## config.mk

```make
export PLATFORM = sky130hd
export DESIGN_NAME = reg_file_sb_flat
export DESIGN_NICKNAME = d
export VERILOG_FILES = /design/src/rtl/reg_file_sb_if.sv /design/src/rtl/reg_file_sb.sv /design/src/flat_wrapper.sv
export SDC_FILE = /design/constraint.sdc
export NUM_CORES = 1
export LEC_CHECK = 0
export ABC_AREA = 1
export CAP_MARGIN = 20
export CORE_ASPECT_RATIO = 1.4
export CORE_UTILIZATION = 50
export DETAILED_ROUTE_END_ITERATION = 6
export HOLD_SLACK_MARGIN = 0.06
export PLACE_DENSITY = 0.69
export RECOVER_POWER = 25
export SYNTH_ARGS = -nofsm -noshare
export SYNTH_HDL_FRONTEND = slang
export SYNTH_SLANG_ARGS = --single-unit
```

## constraint.sdc

```tcl
create_clock -name clk -period 1.5 [get_ports clk]
set_input_delay 0.3 -clock clk [delete_from_list [all_inputs] [get_ports clk]]
set_output_delay 0.3 -clock clk [all_outputs]
set_load 0.01 [all_outputs]
```

## src/rtl/reg_file_sb_if.sv

```systemverilog
// Register-file bus: write port, two read ports, reserve/pending scoreboard and sweep-clear control.
interface reg_file_sb_if #(
  parameter int DATA_W = 16,
  parameter int ADDR_W = 3
);
  logic              we;
  logic [ADDR_W-1:0] wa;
  logic [DATA_W-1:0] wd;
  logic [ADDR_W-1:0] ra1;
  logic [ADDR_W-1:0] ra2;
  logic [DATA_W-1:0] rd1;
  logic [DATA_W-1:0] rd2;
  logic              rsv;
  logic [ADDR_W-1:0] rsv_addr;
  logic              pend1;
  logic              pend2;
  logic              clr_req;
  logic              clr_busy;

  modport master (
    output we, wa, wd, ra1, ra2, rsv, rsv_addr, clr_req,
    input  rd1, rd2, pend1, pend2, clr_busy
  );

  modport slave (
    input  we, wa, wd, ra1, ra2, rsv, rsv_addr, clr_req,
    output rd1, rd2, pend1, pend2, clr_busy
  );
endinterface

```

## src/rtl/reg_file_sb.sv

```systemverilog
// Two-read/one-write register file with a pending-bit scoreboard and a one-entry-per-cycle sweep clear.
// Define RF_BYPASS_EN to forward same-cycle write data to matching read ports.
module reg_file_sb #(
  parameter int DATA_W = 16,
  parameter int ADDR_W = 3
) (
  input  logic         clk,
  input  logic         rst,
  reg_file_sb_if.slave bus
);

  localparam int DEPTH = 1 << ADDR_W;
  localparam logic [ADDR_W-1:0] LAST = {ADDR_W{1'b1}};

  typedef enum logic {IDLE, CLEAR} state_t;

  state_t            state_q, state_d;
  logic [ADDR_W-1:0] ptr_q, ptr_d;
  logic [DATA_W-1:0] mem_q [DEPTH];
  logic [DATA_W-1:0] mem_d [DEPTH];
  logic [DEPTH-1:0]  pend_q, pend_d;
  logic              busy;

  assign busy         = (state_q == CLEAR);
  assign bus.clr_busy = busy;

  // Sweep sequencer: a clr_req seen mid-sweep is ignored because only IDLE looks at it.
  always_comb begin
    state_d = state_q;
    ptr_d   = ptr_q;
    case (state_q)
      IDLE: begin
        if (bus.clr_req) begin
          state_d = CLEAR;
          ptr_d   = '0;
        end
      end
      CLEAR: begin
        if (ptr_q == LAST) begin
          state_d = IDLE;
          ptr_d   = '0;
        end else begin
          ptr_d = ptr_q + 1'b1;
        end
      end
      default: begin
        state_d = IDLE;
        ptr_d   = '0;
      end
    endcase
  end

  // Storage update; the reserve is applied after the write so it wins on an address collision.
  always_comb begin
    mem_d  = mem_q;
    pend_d = pend_q;
    if (busy) begin
      mem_d[ptr_q]  = '0;
      pend_d[ptr_q] = 1'b0;
    end else begin
      if (bus.we) begin
        mem_d[bus.wa]  = bus.wd;
        pend_d[bus.wa] = 1'b0;
      end
      if (bus.rsv) begin
        pend_d[bus.rsv_addr] = 1'b1;
      end
    end
  end

  always_ff @(posedge clk) begin
    if (rst) begin
      state_q <= IDLE;
      ptr_q   <= '0;
      pend_q  <= '0;
      for (int i = 0; i < DEPTH; i++) begin
        mem_q[i] <= '0;
      end
    end else begin
      state_q <= state_d;
      ptr_q   <= ptr_d;
      pend_q  <= pend_d;
      mem_q   <= mem_d;
    end
  end

`ifdef RF_BYPASS_EN
  logic fwd1, fwd2, rsvHit;

  // A forwarded read reports pending only when the same cycle also reserves that register.
  assign fwd1      = bus.we && !busy && (bus.ra1 == bus.wa);
  assign fwd2      = bus.we && !busy && (bus.ra2 == bus.wa);
  assign rsvHit    = bus.rsv && (bus.rsv_addr == bus.wa);
  assign bus.rd1   = fwd1 ? bus.wd : mem_q[bus.ra1];
  assign bus.rd2   = fwd2 ? bus.wd : mem_q[bus.ra2];
  assign bus.pend1 = fwd1 ? rsvHit : pend_q[bus.ra1];
  assign bus.pend2 = fwd2 ? rsvHit : pend_q[bus.ra2];
`else
  assign bus.rd1   = mem_q[bus.ra1];
  assign bus.rd2   = mem_q[bus.ra2];
  assign bus.pend1 = pend_q[bus.ra1];
  assign bus.pend2 = pend_q[bus.ra2];
`endif

endmodule

```

## src/flat_wrapper.sv

```systemverilog
// flat-port wrapper written by rule: the top's interface ports become plain ports
module reg_file_sb_flat 
#(
  parameter int DATA_W = 16,
  parameter int ADDR_W = 3
)
  (clk, rst, bus_we, bus_wa, bus_wd, bus_ra1, bus_ra2, bus_rsv, bus_rsv_addr, bus_clr_req, bus_rd1, bus_rd2, bus_pend1, bus_pend2, bus_clr_busy);
  reg_file_sb_if #(.DATA_W(DATA_W), .ADDR_W(ADDR_W)) bus_i ();
  input  logic clk;
  input  logic rst;
  input wire logic [$bits(bus_i.we)-1:0] bus_we;
  input wire logic [$bits(bus_i.wa)-1:0] bus_wa;
  input wire logic [$bits(bus_i.wd)-1:0] bus_wd;
  input wire logic [$bits(bus_i.ra1)-1:0] bus_ra1;
  input wire logic [$bits(bus_i.ra2)-1:0] bus_ra2;
  input wire logic [$bits(bus_i.rsv)-1:0] bus_rsv;
  input wire logic [$bits(bus_i.rsv_addr)-1:0] bus_rsv_addr;
  input wire logic [$bits(bus_i.clr_req)-1:0] bus_clr_req;
  output wire logic [$bits(bus_i.rd1)-1:0] bus_rd1;
  output wire logic [$bits(bus_i.rd2)-1:0] bus_rd2;
  output wire logic [$bits(bus_i.pend1)-1:0] bus_pend1;
  output wire logic [$bits(bus_i.pend2)-1:0] bus_pend2;
  output wire logic [$bits(bus_i.clr_busy)-1:0] bus_clr_busy;
  assign bus_i.we = bus_we;
  assign bus_i.wa = bus_wa;
  assign bus_i.wd = bus_wd;
  assign bus_i.ra1 = bus_ra1;
  assign bus_i.ra2 = bus_ra2;
  assign bus_i.rsv = bus_rsv;
  assign bus_i.rsv_addr = bus_rsv_addr;
  assign bus_i.clr_req = bus_clr_req;
  assign bus_rd1 = bus_i.rd1;
  assign bus_rd2 = bus_i.rd2;
  assign bus_pend1 = bus_i.pend1;
  assign bus_pend2 = bus_i.pend2;
  assign bus_clr_busy = bus_i.clr_busy;
  reg_file_sb #(.DATA_W(DATA_W), .ADDR_W(ADDR_W)) u_core (.clk(clk), .rst(rst), .bus(bus_i));
endmodule
```

======== After elaboration in Yosys (flattened, before gate mapping) ========
Index checks and enable logic that the tools add are counted.
word-level totals
  register bits after elaboration ......... 140
  input port bits ......................... 33
operators by class
  bitwise gates (word level) .............. 12
  equal/unequal tests ..................... 2
  $lt $le $gt $ge ......................... 14
  muxes and demuxes ....................... 33
  $add $sub $neg .......................... 1
  reduce and logical (&&, ||, !) cells .... 6
operator list
  cell                 number
  $mux 128             2
  $and 128x128->128    1
  $bwmux 128           1
  $not 128->128        1
  $bmux 16 s3          2
  $demux 16 s3         2
  $mux 16              6
  $mux 8               4
  $lt 3x4->1 const B   5
  $and 8x8->8          2
  $ge 4x4->1 const B   4
  $not 3->4            4
  $not 8->8            2
  $demux 1 s3          3
  $ge 3x1->1 const B   3
  $lt 4x1->1 const B   2
  $or 8x8->8           1
  $mux 1               7
  $bmux 1 s3           2
  $mux 3               2
  $pmux 3 s2           1
  $logic_and 1x1->1    5
  $add 3x1->3 const B  1
  $eq 3x3->1 const B   1
  4 further kinds      4

======== Longest topological paths before layout ========
  word-level depth ........................ 11
  depth in mapped cells ................... 8
  depth with buffers taken out ............ 6

======== Worst setup path after synthesis ========
Ideal clock, no wire load.
  path type ............................... input port to output port
  start point ............................. input bus_ra1[1]
  end point ............................... output bus_rd1[12]
  stages on the path ...................... 7
  required time ........................... 1.200 ns
  path buffers ............................ 3
  arrival ................................. 1.261 ns
  setup slack ............................. -0.061 ns
  cells stage by stage .................... clkbuf_1 -> buf_2 -> buf_1 -> o211ai_1 -> nand2_1 -> nand2_1 -> nand2_1
between the ends
  cells in the longest elaborated chain, start to end .. 4
ends and longest elaborated chain
  item                                         line                text
  from (decl)                                  flat_wrapper.sv:14  input wire logic [$bits(bus_i.ra1)-1:0] bus_ra1;
  $not 3->4 (implied by the code)              reg_file_sb.sv:99   assign bus.rd1 = mem_q[bus.ra1];
  $bmux 16 s3                                  reg_file_sb.sv:99
  $mux 16 (implied by the code) (2 in series)  reg_file_sb.sv:99
  to (decl)                                    flat_wrapper.sv:19  output wire logic [$bits(bus_i.rd1)-1:0] bus_rd1;
No other way between the ends. The select of a mux whose other input is x is not followed.

======== Worst setup path in the final report ========
  start point ............................. register u_core.mem_q[46] (netlist name)
  end point ............................... output bus_rd2[14]
between the ends
  cells in the longest elaborated chain, start to end .. 3
ends and longest elaborated chain
  item                                         line                text
  from (decl)                                  reg_file_sb.sv:19   logic [DATA_W-1:0] mem_q [DEPTH];
  from (signal assigned)                       reg_file_sb.sv:83   mem_q <= mem_d;
  $bmux 16 s3                                  reg_file_sb.sv:100  assign bus.rd2 = mem_q[bus.ra2];
  $mux 16 (implied by the code) (2 in series)  reg_file_sb.sv:100
  to (decl)                                    flat_wrapper.sv:20  output wire logic [$bits(bus_i.rd2)-1:0] bus_rd2;
No other way between the ends. The select of a mux whose other input is x is not followed.

==> out/metrics.yaml <==
root_buffer: "clkbuf_16"
rsz0062_at_grt: "true"
antenna_left: 0
synth_cell_type_count: 25
r2r_slack_ns: -0.12
boundaryPins: 68
hold_viol: 0
worstPathRequired_ns: 1.20
hold_path_class: "in -> reg"
place_area_sq_mm: 0.00996
fin_crit_ns: 1.70
crit_top_cell: "nand2_1"
drt_wl_total_mm: 28.4
grt_pass1_wl_mm: 44.9
hpwl_mm: 19.2
reg2reg_from: "u_core.bus.clr_busy$_SDFF_PP0_"
finalSetupViolCount: 153
clk_pin_slew_ns: 0.06
num_rows: 54
cp.depth: 7
cts_tree: "yes"
drive_above_1_share_pct: 28.6
rr_worst_depth: 7
critPathArrivalTime_ns: 1.40
antenna_found_initial: 0
critPathKind: "reg -> out"
cap_violations: 0
grt-ovfl-total: 0
cellLeakagePower_uw: 0.00433
vias: 9403
crit_slowest_cell: "dfxtp_2"
ir_drop_uv: 765
drt_iter0_markers: 954
fmax_mhz: 590
path_cells: "inv_2 > a21oi_2 > o21ai_1 > nand2_1 > nand2_1 > nand2_1 > buf_2"
cts_max_level: 4
p_per_area_mw_per_mm2: 886
cts_num_sinks: 140
hold_depth: 3
skew_ns: 0.00639
fin_util_pct: 68.5
crit_fanout: 2
yosysWarningCount: 0
fin_area_sq_mm: 0.0107
syn_area_per_cell_sq_um: 6.48
track_usage_pct: 34.6
clk-insertion-delay-late_ns: 0.43
finalMaxSlewViolations: 0
fp.dieW_um: 109
syn_to_final_growth_pct: 32.7
setup_ws_ns: -0.196
io_buffers: 67
ys_seq_area_share_pct: 34.7
cp.buffers_inverters: 2
clockBufferDepth: 2
via_per_inst: 5.99
critical_path.endpoint: "bus_rd2[14]"
yosysTopAreaCell: "dfxtp_1"
num_antenna_cells: 0
die_h_um: 152
firstDrtPassIters: 5
core_area_sq_mm: 0.0157
synth_area_sq_mm: 0.00809
maxSlewHeadroom_pct: 69.0
max_stage_delay_ns: 0.35
syn_nets: 1282
status: "finished with violations"
die_area_sq_mm: 0.0167
ys_ff_latch: 140
violations: "negative setup slack"
post-route-drc-count: 0
crit_start: "u_core.mem_q[46]$_SDFFE_PP0P_"
grt_max_degree: 85
worstMarginPinSlew_ns: 0.464
cp_top_family: "flip-flops"
grt_pass1_vias: 8601
fin_crit_sh_pct: 113
timing.rr.end: "u_core.mem_q[15]$_SDFFE_PP0P_"
cp-end-kind: "output pin"
gp_congestion: 0.842
synth_cells: 1247
start_util_pct: 51.6
dpl_worst_slack_ns: -0.543
synth_area_leaders: "dfxtp_1 (35%), nand2_1 (14%), a21oi_1 (13%)"
startpoint_type: "flip-flop"
synth_top_area_share_pct: 34.7
wl_per_cell_um: 18.1
cts-buffers-inserted: 17
ctsHoldBuffers: 0
nets: 1395
## worst reg2reg max path: stages (launching register included)
cell and delay, ns:
dfxtp_1 0.31, clkbuf_2 0.22, nor2_4 0.34, nand2_4 0.15, nor2_4 0.15, buf_4 0.15, nand2_1 0.05, a21oi_1 0.18
## report_power, final
part | switching [uW] | internal [uW]
clock network | 1680 | 2250
logic | 1030 | 705
registers | 50.5 | 3790
total | 2760 | 6750
## logic make-up (layout without fill, tap and decap cells)
group	count (synthesis)	in the layout	synth area share [%]
adder cells (fa/ha/maj)	2	2	0.309
AND/OR/NAND/NOR	555	555	31.0
AO/OA/AOI/OAI	344	344	23.4
flip-flops	140	140	34.7
buffers and inverters	206	332	10.6
## synthesized netlist by cell type
| library cell | n |
|---|---|
| buf_2 | 51 |
| clkbuf_1 | 47 |
| a211oi_1 | 1 |
| a21oi_1 | 207 |
| nor3_4 | 1 |
| nand4_1 | 16 |
| nor2_2 | 1 |
| nor2_1 | 9 |
| nor2_8 | 1 |
| nand2_1 | 309 |
| nand3_1 | 200 |
| nor2_4 | 5 |
| inv_1 | 80 |
| nor3_1 | 4 |
| ha_1 | 2 |
| inv_2 | 4 |
| o21ai_0 | 68 |
| nand3_2 | 8 |
| o211ai_1 | 68 |
| buf_1 | 12 |
| clkbuf_2 | 6 |
| dfxtp_1 | 140 |
| nand2_4 | 1 |
| clkinv_1 | 2 |
| buf_4 | 4 |
## sequential cells by signal, summed over array words and instances (netlist names)
name and count:
u_core.ptr_q 3, u_core.pend_q 8, u_core.bus.clr_busy 1, u_core.mem_q 128
## per-layer routing
metal | global-route usage (%) | up-vias | share of wire (%)
li1 | - | 4479 | -
met2 | 54.5 | 427 | 47
met5 | 0 | - | 0
met4 | 16.1 | 0 | 3.8
met1 | 45.0 | 4415 | 41
met3 | 6.63 | 82 | 8.2
## layout by cell type (no fill, tap or decap), types with 2 or more instances in the layout
cell             instances
nand2_1                305
nand3_1                200
a21oi_1                165
buf_4                  105
dfxtp_1                 80
o211ai_1                68
o21ai_1                 60
dfxtp_2                 60
inv_2                   54
buf_12                  43
a21oi_2                 42
buf_2                   31
inv_1                   30
clkdlybuf4s50_1         25
clkbuf_16               17
nand4_1                 16
o21ai_0                  8
nand3_2                  8
nor2_1                   8
nor2_4                   6
buf_6                    6
nand2_2                  4
nor3_1                   4
clkinvlp_4               4
clkbuf_1                 4
clkbuf_8                 3
clkinv_2                 2
nor2_2                   2
ha_1                     2
clkinv_4                 2
dlygate4sd2_1            2
## how the worst min path moves through the flow
stage	start	end	slack, ns
final	rst	u_core.mem_q[4]$_SDFFE_PP0P_	0.35
after global routing	rst	u_core.mem_q[65]$_SDFFE_PP0P_	0.36
after CTS	rst	u_core.pend_q[6]$_SDFF_PP0_	0.34
after detailed placement	u_core.mem_q[6]$_SDFFE_PP0P_	u_core.mem_q[6]$_SDFFE_PP0P_	0.47
after global placement	u_core.mem_q[15]$_SDFFE_PP0P_	u_core.mem_q[15]$_SDFFE_PP0P_	0.46
after floorplan	u_core.pend_q[5]$_SDFF_PP0_	u_core.pend_q[5]$_SDFF_PP0_	0.46
## per-stage QoR
step           TNS [ns]  total power [uW]  hold slack, ns  std cells
2_1_floorplan         0              4770           0.457       1247
3_3_place_gp     -50.67              5590           0.465       1520
3_5_place_dp     -53.36              5610           0.471       1520
4_1_cts           -4.29              9440           0.342       1556
5_1_grt          -24.15              9810           0.361       1569
6_report         -11.27              9510           0.348       1569
## area by class of cell
type,count,area (sq um)
clock inverter,8,61.3
clock buffer,24,482
timing repair buffer,214,2150
inverter,86,324
fill,1369,4940
multi-input combinational,901,4590
tap,196,245
sequential,140,2880
## timing repair
item | 4_1_cts | 5_1_grt
pin swaps | 54 | 69
resized for setup | 300 | 65
endpoints found under the setup margin | 35 | 42
buffers inserted | 4 | 13
No activity file was read; power rests on OpenSTA's default activity.
